### config.mk
export PLATFORM = sky130hd
export DESIGN_NAME = sprite_write_master
export DESIGN_NICKNAME = d
export VERILOG_FILES = /design/src/rtl/sprite_write_master.sv
export SDC_FILE = /design/constraint.sdc
export NUM_CORES = 1
export LEC_CHECK = 0
export ABC_AREA = 0
export CAP_MARGIN = 20
export CORE_ASPECT_RATIO = 1.25
export CORE_UTILIZATION = 35
export CTS_BUF_LIST = sky130_fd_sc_hd__clkbuf_4 sky130_fd_sc_hd__clkbuf_8
export DETAILED_ROUTE_END_ITERATION = 6
export GPL_TIMING_DRIVEN = 0
export SETUP_SLACK_MARGIN = 0.05
export SLEW_MARGIN = 10
export SYNTH_ARGS = -nofsm -noshare
export SYNTH_HDL_FRONTEND = slang
export SYNTH_SLANG_ARGS = --single-unit
### constraint.sdc
create_clock -name clk -period 4.25 [get_ports clk]
set_clock_uncertainty 0.15 [all_clocks]
set_input_delay 0.85 -clock clk [delete_from_list [all_inputs] [get_ports clk]]
set_output_delay 0.85 -clock clk [all_outputs]
set_load 0.03 [all_outputs]
### src/rtl/sprite_write_master.sv
// sprite_write_master
// Collects sprite register updates from game logic in a FIFO. On commit it
// replays the whole batch as back-to-back Avalon-MM single-cycle writes, and
// only while vertical blank is high, so the sprite table never tears mid-frame.
module sprite_write_master #(
  parameter int DEPTH    = 32,
  parameter int ADDR_W   = 5,
  parameter int DATA_W   = 32,
  parameter int NUM_REGS = 20
) (
  input  logic                       clk,
  input  logic                       reset,
  input  logic                       upd_valid,
  output logic                       upd_ready,
  input  logic [ADDR_W-1:0]          upd_addr,
  input  logic [DATA_W-1:0]          upd_data,
  input  logic                       commit,
  input  logic                       vblank,
  input  logic                       clear_err,
  output logic [ADDR_W-1:0]          address,
  output logic [DATA_W-1:0]          gl_input,
  output logic                       write,
  output logic                       chipselect,
  output logic                       busy,
  output logic                       done,
  output logic [$clog2(DEPTH):0]     pending,
  output logic                       drop_err
);

  localparam int PTR_W = $clog2(DEPTH);
  localparam int CNT_W = PTR_W + 1;
  localparam int ENT_W = ADDR_W + DATA_W;
  // One extra bit so NUM_REGS == 2**ADDR_W still compares correctly
  localparam logic [ADDR_W:0] NUM_REGS_W = (ADDR_W+1)'(NUM_REGS);

  typedef enum logic [1:0] {
    S_IDLE  = 2'd0,
    S_ARMED = 2'd1,
    S_DRAIN = 2'd2
  } state_t;

  state_t             state_r;
  state_t             state_nxt_s;
  logic               vblank_q_r;
  logic [ENT_W-1:0]   mem_r [DEPTH];
  logic [PTR_W-1:0]   wr_ptr_r;
  logic [PTR_W-1:0]   rd_ptr_r;
  logic [CNT_W-1:0]   count_r;
  logic [ADDR_W-1:0]  address_r;
  logic [DATA_W-1:0]  gl_input_r;
  logic               write_r;
  logic               chipselect_r;
  logic               busy_r;
  logic               done_r;
  logic               drop_err_r;
  logic               last_pop_r;

  logic               full_s;
  logic               empty_s;
  logic               ready_s;
  logic               hs_s;
  logic               addr_ok_s;
  logic               push_s;
  logic               bad_s;
  logic               vb_rise_s;
  logic               pop_s;
  logic               empty_commit_s;
  logic [ENT_W-1:0]   head_s;

  assign full_s    = (count_r == CNT_W'(DEPTH));
  assign empty_s   = (count_r == {CNT_W{1'b0}});
  assign ready_s   = (state_r == S_IDLE) & ~full_s;
  assign hs_s      = upd_valid & ready_s;
  assign addr_ok_s = ({1'b0, upd_addr} < NUM_REGS_W);
  assign push_s    = hs_s & addr_ok_s;
  assign bad_s     = hs_s & ~addr_ok_s;
  assign vb_rise_s = vblank & ~vblank_q_r;
  assign head_s    = mem_r[rd_ptr_r];

  // Next-state logic: commit arms, vblank rise starts draining, vblank fall pauses
  always_comb begin
    state_nxt_s    = state_r;
    pop_s          = 1'b0;
    empty_commit_s = 1'b0;
    case (state_r)
      S_IDLE: begin
        if (commit) begin
          if (!empty_s || push_s) begin
            state_nxt_s = S_ARMED;
          end else begin
            empty_commit_s = 1'b1;
          end
        end else begin
          state_nxt_s = S_IDLE;
        end
      end
      S_ARMED: begin
        if (vb_rise_s) begin
          state_nxt_s = S_DRAIN;
        end else begin
          state_nxt_s = S_ARMED;
        end
      end
      S_DRAIN: begin
        if (vblank && !empty_s) begin
          pop_s = 1'b1;
          if (count_r == CNT_W'(1)) begin
            state_nxt_s = S_IDLE;
          end else begin
            state_nxt_s = S_DRAIN;
          end
        end else if (!empty_s) begin
          // Blank ended with entries left: wait for the next frame's blank
          state_nxt_s = S_ARMED;
        end else begin
          state_nxt_s = S_IDLE;
        end
      end
      default: begin
        state_nxt_s = S_IDLE;
      end
    endcase
  end

  // FIFO storage; contents are don't-care until written, so no reset
  always_ff @(posedge clk) begin
    if (push_s) begin
      mem_r[wr_ptr_r] <= {upd_addr, upd_data};
    end
  end

  // State, FIFO bookkeeping, vblank edge history and error flag
  always_ff @(posedge clk) begin
    if (reset) begin
      state_r    <= S_IDLE;
      vblank_q_r <= 1'b0;
      wr_ptr_r   <= {PTR_W{1'b0}};
      rd_ptr_r   <= {PTR_W{1'b0}};
      count_r    <= {CNT_W{1'b0}};
      drop_err_r <= 1'b0;
    end else begin
      state_r    <= state_nxt_s;
      vblank_q_r <= vblank;
      if (push_s) begin
        wr_ptr_r <= wr_ptr_r + PTR_W'(1);
      end
      if (pop_s) begin
        rd_ptr_r <= rd_ptr_r + PTR_W'(1);
      end
      // Push only happens in IDLE and pop only in DRAIN, so never both
      if (push_s) begin
        count_r <= count_r + CNT_W'(1);
      end else if (pop_s) begin
        count_r <= count_r - CNT_W'(1);
      end
      // A new drop in the same cycle as clear_err keeps the flag set
      if (bad_s) begin
        drop_err_r <= 1'b1;
      end else if (clear_err) begin
        drop_err_r <= 1'b0;
      end
    end
  end

  // Registered Avalon write port and status outputs
  always_ff @(posedge clk) begin
    if (reset) begin
      address_r    <= {ADDR_W{1'b0}};
      gl_input_r   <= {DATA_W{1'b0}};
      write_r      <= 1'b0;
      chipselect_r <= 1'b0;
      busy_r       <= 1'b0;
      done_r       <= 1'b0;
      last_pop_r   <= 1'b0;
    end else begin
      write_r      <= pop_s;
      chipselect_r <= pop_s;
      if (pop_s) begin
        address_r  <= head_s[ENT_W-1:DATA_W];
        gl_input_r <= head_s[DATA_W-1:0];
      end
      // Busy stays up through the final write and falls together with done
      busy_r     <= (state_nxt_s != S_IDLE) | pop_s;
      last_pop_r <= pop_s & (state_nxt_s == S_IDLE);
      done_r     <= empty_commit_s | last_pop_r;
    end
  end

  assign upd_ready  = ready_s;
  assign address    = address_r;
  assign gl_input   = gl_input_r;
  assign write      = write_r;
  assign chipselect = chipselect_r;
  assign busy       = busy_r;
  assign done       = done_r;
  assign pending    = count_r;
  assign drop_err   = drop_err_r;

endmodule

======== Word level (Yosys, flattened, before mapping) ========
Memories as Yosys holds them, arrays and structs flattened. A register that Yosys moved wholly into a read port is not among the register bits.
Cells that the tools add are included.
word-level totals
  register bits after elaboration ......... 24
  latch bits .............................. 0
  memory bits (writable) .................. 1184
  bits in read-only memories .............. 0
  input port bits ......................... 43
  output and inout bits ................... 49
  word-level logic and storage cells ...... 58
  memories ................................ 1
operators by class
  add/subtract/negate cells ............... 4
  $mul .................................... 0
  divide/modulo/power cells ............... 0
  magnitude comparators ................... 1
  eq/ne operators ......................... 4
  shifts and indexed selects .............. 0
  mux-type cells .......................... 18
  bitwise gates (word level) .............. 11
  reduce and logical (&&, ||, !) cells .... 9
memories
  memory  words  width  rd ports  clocked after memory_dff  write ports  RTL line  source
  mem_r   32     37     1         1                         1            45        logic [ENT_W-1:0] mem_r [DEPTH];
operator list
  cell                 count
  $mux 6               2
  $add 5x1->5 const B  2
  $mux 1               10
  $mux 2               5
  $add 6x1->6 const B  1
  $and 1x1->1          6
  $eq 6x1->1 const B   1
  $eq 6x6->1 const B   1
  $logic_not 6->1      1
  $pmux 2 s3           1
  $reduce_bool 2->1    3
  $sub 6x1->6 const B  1
  $lt 5x5->1 const B   1
  $logic_not 2->1      2
  $not 1->1            3
  $eq 2x1->1 const B   1
  $eq 2x2->1 const B   1
  $or 1x1->1           2
  $logic_and 1x1->1    1
  $logic_not 1->1      1
  $logic_or 1x1->1     1

======== Longest topological paths before layout ========
  depth in word-level cells ............... 11
  gate-level depth with buffers ........... 9
  gate-level depth less buffers ........... 7

======== Least setup slack after synthesis ========
No wires, ideal clock.
  kind .................................... register -> register
  start point ............................. register count_r[0] (netlist: pending[0])
  end point ............................... memory mem_r[28][0] (netlist bit), enable pin
  library setup time ...................... 431 ps
  arrival time ............................ 3394 ps
  data required time ...................... 3669 ps
  setup slack ............................. 275 ps
  stages on the path, launching flop included .. 9
  path buffers ............................ 2
  period minus slack after synthesis ...... 3975 ps
  cell sequence ........................... dfxtp_1 > inv_1 > ha_1 > or3b_1 > buf_2 > o2111a_1 > buf_6 > nand2_1 > nor2_1
on the way
  word-level cells in the longest chain between the ends .. 7
ends and longest elaborated chain
  what                          RTL line  source
  from (decl)                   48        logic [CNT_W-1:0] count_r;
  from (signal assigned)        139       count_r <= {CNT_W{1'b0}};
  from (signal assigned)        152       count_r <= count_r + CNT_W'(1);
  from (signal assigned)        154       count_r <= count_r - CNT_W'(1);
  $eq 6x6->1                    70        assign full_s = (count_r == CNT_W'(DEPTH));
  $not 1->1                     72        assign ready_s = (state_r == S_IDLE) & ~full_s;
  $and 1x1->1                   72
  $and 1x1->1                   73        assign hs_s = upd_valid & ready_s;
  $and 1x1->1                   75        assign push_s = hs_s & addr_ok_s;
  $mux 1                        127       if (push_s) begin
  $mux 1 (not written as such)  128       mem_r[wr_ptr_r] <= {upd_addr, upd_data};
  to (decl)                     45
No other way between the ends.

======== Worst setup path after layout ========
  start point ............................. input port upd_addr[3]
  end point ............................... memory mem_r[1][5] (netlist bit), enable pin
on the way
  word-level cells in the longest chain between the ends .. 4
ends and longest elaborated chain
  what                          RTL line  source
  from (decl)                   15        input logic [ADDR_W-1:0] upd_addr,
  $lt 5x5->1                    74        assign addr_ok_s = ({1'b0, upd_addr} < NUM_REGS_W);
  $and 1x1->1                   75
  $mux 1                        127
  $mux 1 (not written as such)  128
No other way between the ends.

==> impl_results.md <==
- Run status: finished, final reports clean
- Final Hold Fails: 0
- Max-cap violations: 0
- Ys flop type: edfxtp_1
- CTS H-Tree Depth: 4
- Clk root buf: clkbuf_8
- Worst Path Max Fanout: 23
- # port buffers: 90
- Setup slack, reg-to-reg: 460 ps
- Slew @ Worst Pin: 1110 ps
- Buffer depth of the longest clock path: 3
- Worst r2r src: pending[0]$_SDFFE_PP0P_
- CP Buf/Inv Count: 4
- Simple-gate area share of the yosys netlist: about 2.5%
- Io pins: 92
- Largest net degree at the start of global routing: 34
- Sink Count: 1245
- Initial Util: 35.4%
- RSZ-0062 raised after global routing: false
- Vias in the first global route: about 26000
- Die Height: a little over 400 um
- DR DRC count: 0
- CP cell instances: clkdlybuf4s50_1, buf_16, o21ai_2, o2111a_1, buf_6, nand2_1, nor2_4, buf_12
- R2R cell count: 9
- Leak: 17.0 nW
- Post-Synth Adder-Cell Area: 0.237%
- WP data arrival: 4340 ps
- CP endpoint kind: register
- Yosys warning count: 0
- Core area: 134000 um2
- Slew headroom: 25.8%
- Mapped Cells: 2359
- Pre-CTS setup slack: -1650 ps
- Nets: 2776
- Max incr delay on CP: 750 ps
- Detailed-route wire length per cell: around 27 um
- Synth Net Count: 2411
- GPL Wtd Cong: 0.798
- P per Cell Area: 419 nW/um2
- WHS Path Cells: 2
- Startpoint Class: input pin
- Cell Area, Synth: 47400 um2
- Worst-Skew Late Latency: 870 ps
- Die Width: approximately 330 um
- Synth async-reset ratio: 0%
- Synthesized area per cell: 20.1 um2
- Min cycle time layout: 3950 ps
- 1st-iter DRT viols: approximately 2300
- Initial antenna violation count: 4
- Multiplexer area fraction after synthesis: 14.3%
- Clk slew on worst S/H paths: 60 ps
- Complex-gate fraction of the synthesized area: 3.67%
- EDFF count, synth: 1184
- CP delay by family, top: buffers and inverters
- Final Max Slew Viols: 0
- Final Setup Violations: 0
- First-pass GRT wire length: 179 mm
- Critical path required time: about 4600 ps
- Global-route total usage across every layer: 18.3%
- Drt total wl: ~130 mm
- CTS tree: built
- Critical path startpoint: upd_addr[3]
- Hold_sp: reset
- Row cnt: 150
- Post-Synth XOR/XNOR Area: 0.222%
- Inst Count DP: 4247
- DP HPWL: around 84 mm
- Pre-antenna DRT Iters: 5
- Crit path kind: in -> reg
- Yosys reg bits: 1245
- Maximum VDD drop: about 0.00024 V
- Synth unique cells: 55
- Levels on crit path: 8
- Hold Path Class: in -> reg
- Layout cells sized above 1: around 24%
- Non-Filler Instances: about 4600
- Tcrit/Tclk final: 93.0%
- Max frequency: about 250 MHz
- Largest family of logic cells by synthesized area: multiplexers
- Vias per cell: roughly 5.3
- GRT overflow: 0
- Die area: 137000 um2
- CP max-delay cell: nor2_4
- Synth-to-layout area growth: 18.5%
- Antenna viol nets, final: 0
- Vias post-DR: about 25000
- CTS buffer count: around 180
- Final WS setup: 296 ps
- Sequential share of the synthesized area: 77.5%
- Total power: 23.6 mW
## cell type report
class,count,area (um2)
inverter,6,22.5
multi-input combinational,970,10200
clock buffer,261,3180
buffer,138,698
antenna,2,5.00
sequential,1245,36800
fill,11577,77800
timing repair buffer,184,2720
clock inverter,65,427
tap,1748,2190
## per-stage QoR
stage | util (%) | hold slack, ps | cell area, um2 | setup TNS (ps)
after CTS | 41.7 | 97.1 | 55900 | 0
after global routing | 41.9 | 140 | 56200 | 0
after floorplan | - | 261 | 47400 | 0
after global placement | 37.7 | 279 | 50500 | -4360520
after detailed placement | 38.7 | 281 | 51900 | -1593830
final | 41.9 | 179 | 56200 | 0
## synth_stat cells (37+ instances only)
| library cell | number | area [um2] |
|---|---|---|
| buf_2 | 57 | 285 |
| edfxtp_1 | 1184 | 35600 |
| a22oi_1 | 37 | 278 |
| clkbuf_1 | 49 | 184 |
| a21oi_1 | 44 | 220 |
| mux4_2 | 184 | 4140 |
| dfxtp_1 | 61 | 1220 |
| nand2_1 | 47 | 176 |
| o22ai_1 | 38 | 238 |
| nor4_1 | 37 | 231 |
| mux2i_1 | 260 | 2600 |
| nor2_1 | 131 | 492 |
## registers in the layout (all words and copies together) (netlist names)
| name | flops |
|---|---|
| chipselect | 1 |
| vblank_q_r | 1 |
| wr_ptr_r | 5 |
| address | 5 |
| done | 1 |
| gl_input | 32 |
| mem_r | 1184 |
| rd_ptr_r | 5 |
| last_pop_r | 1 |
| drop_err | 1 |
| busy | 1 |
| state_r | 2 |
| pending | 6 |
## cell families after synthesis
kind of cell               after synthesis
DFF                                   1245
AOI/OAI and AO/OA                      246
muxes                                  447
adders and majority gates                9
and+or+nand+nor                        256
buffers and inverters                  144
xor gates and xnor gates                12
## worst reg2reg max path: stages, from the launching register on
cell	delay [ps]
dfxtp_1	480
inv_1	150
ha_1	230
or3b_1	170
buf_2	160
o2111a_1	370
buf_6	200
nand2_1	480
nor2_4	760
buf_12	270
## layer usage
metal	share of wire, %	wire [um]	GRT usage (%)	vias up
li1	-	-	-	10475
met1	38	47200	21.6	12885
met2	52	65200	32.6	1025
met3	7.1	8880	4.05	250
met4	3.5	4390	7.14	4
met5	0.014	18	0	-
## path summary, 6_finish.rpt
| kind | to |
|---|---|
| setup reg to reg | mem_r[1][5]$_DFFE_PP_ |
| hold / removal | vblank_q_r$_SDFF_PP0_ |
| setup / recovery | mem_r[1][5]$_DFFE_PP_ |
| hold reg to reg | gl_input[20]$_SDFFE_PP0P_ |
## report_power, final
group	switching [mW]	internal, mW	leakage (nW)
clock network	4.46	5.05	1.90
logic	0.353	0.183	3.93
registers	0.0219	13.5	11.1
## what timing repair did
action	in CTS	in global routing
gates resized for setup	2	0
hold buffers	0	0
hold endpoints to repair	0	0
buffers inserted	27	0
endpoints found under the setup margin	1184	0
## cell usage in the layout, fill, tap and decap left out, types with 22 or more instances in the layout
cell type and count:
a21oi_1 44, a22oi_1 37, a32o_1 36, buf_12 46
buf_16 22, buf_2 57, buf_4 27, clkbuf_1 49
clkbuf_4 66, clkbuf_8 195, clkdlybuf4s50_1 90, clkinv_1 35
dfxtp_1 61, edfxtp_1 1184, mux2i_1 260, mux4_2 184
nand2_1 47, nor2_1 99, nor2_4 33, nor4_1 37
o21ai_0 31, o221ai_1 36, o22ai_1 38
Power figures use the tool's default switching activity.
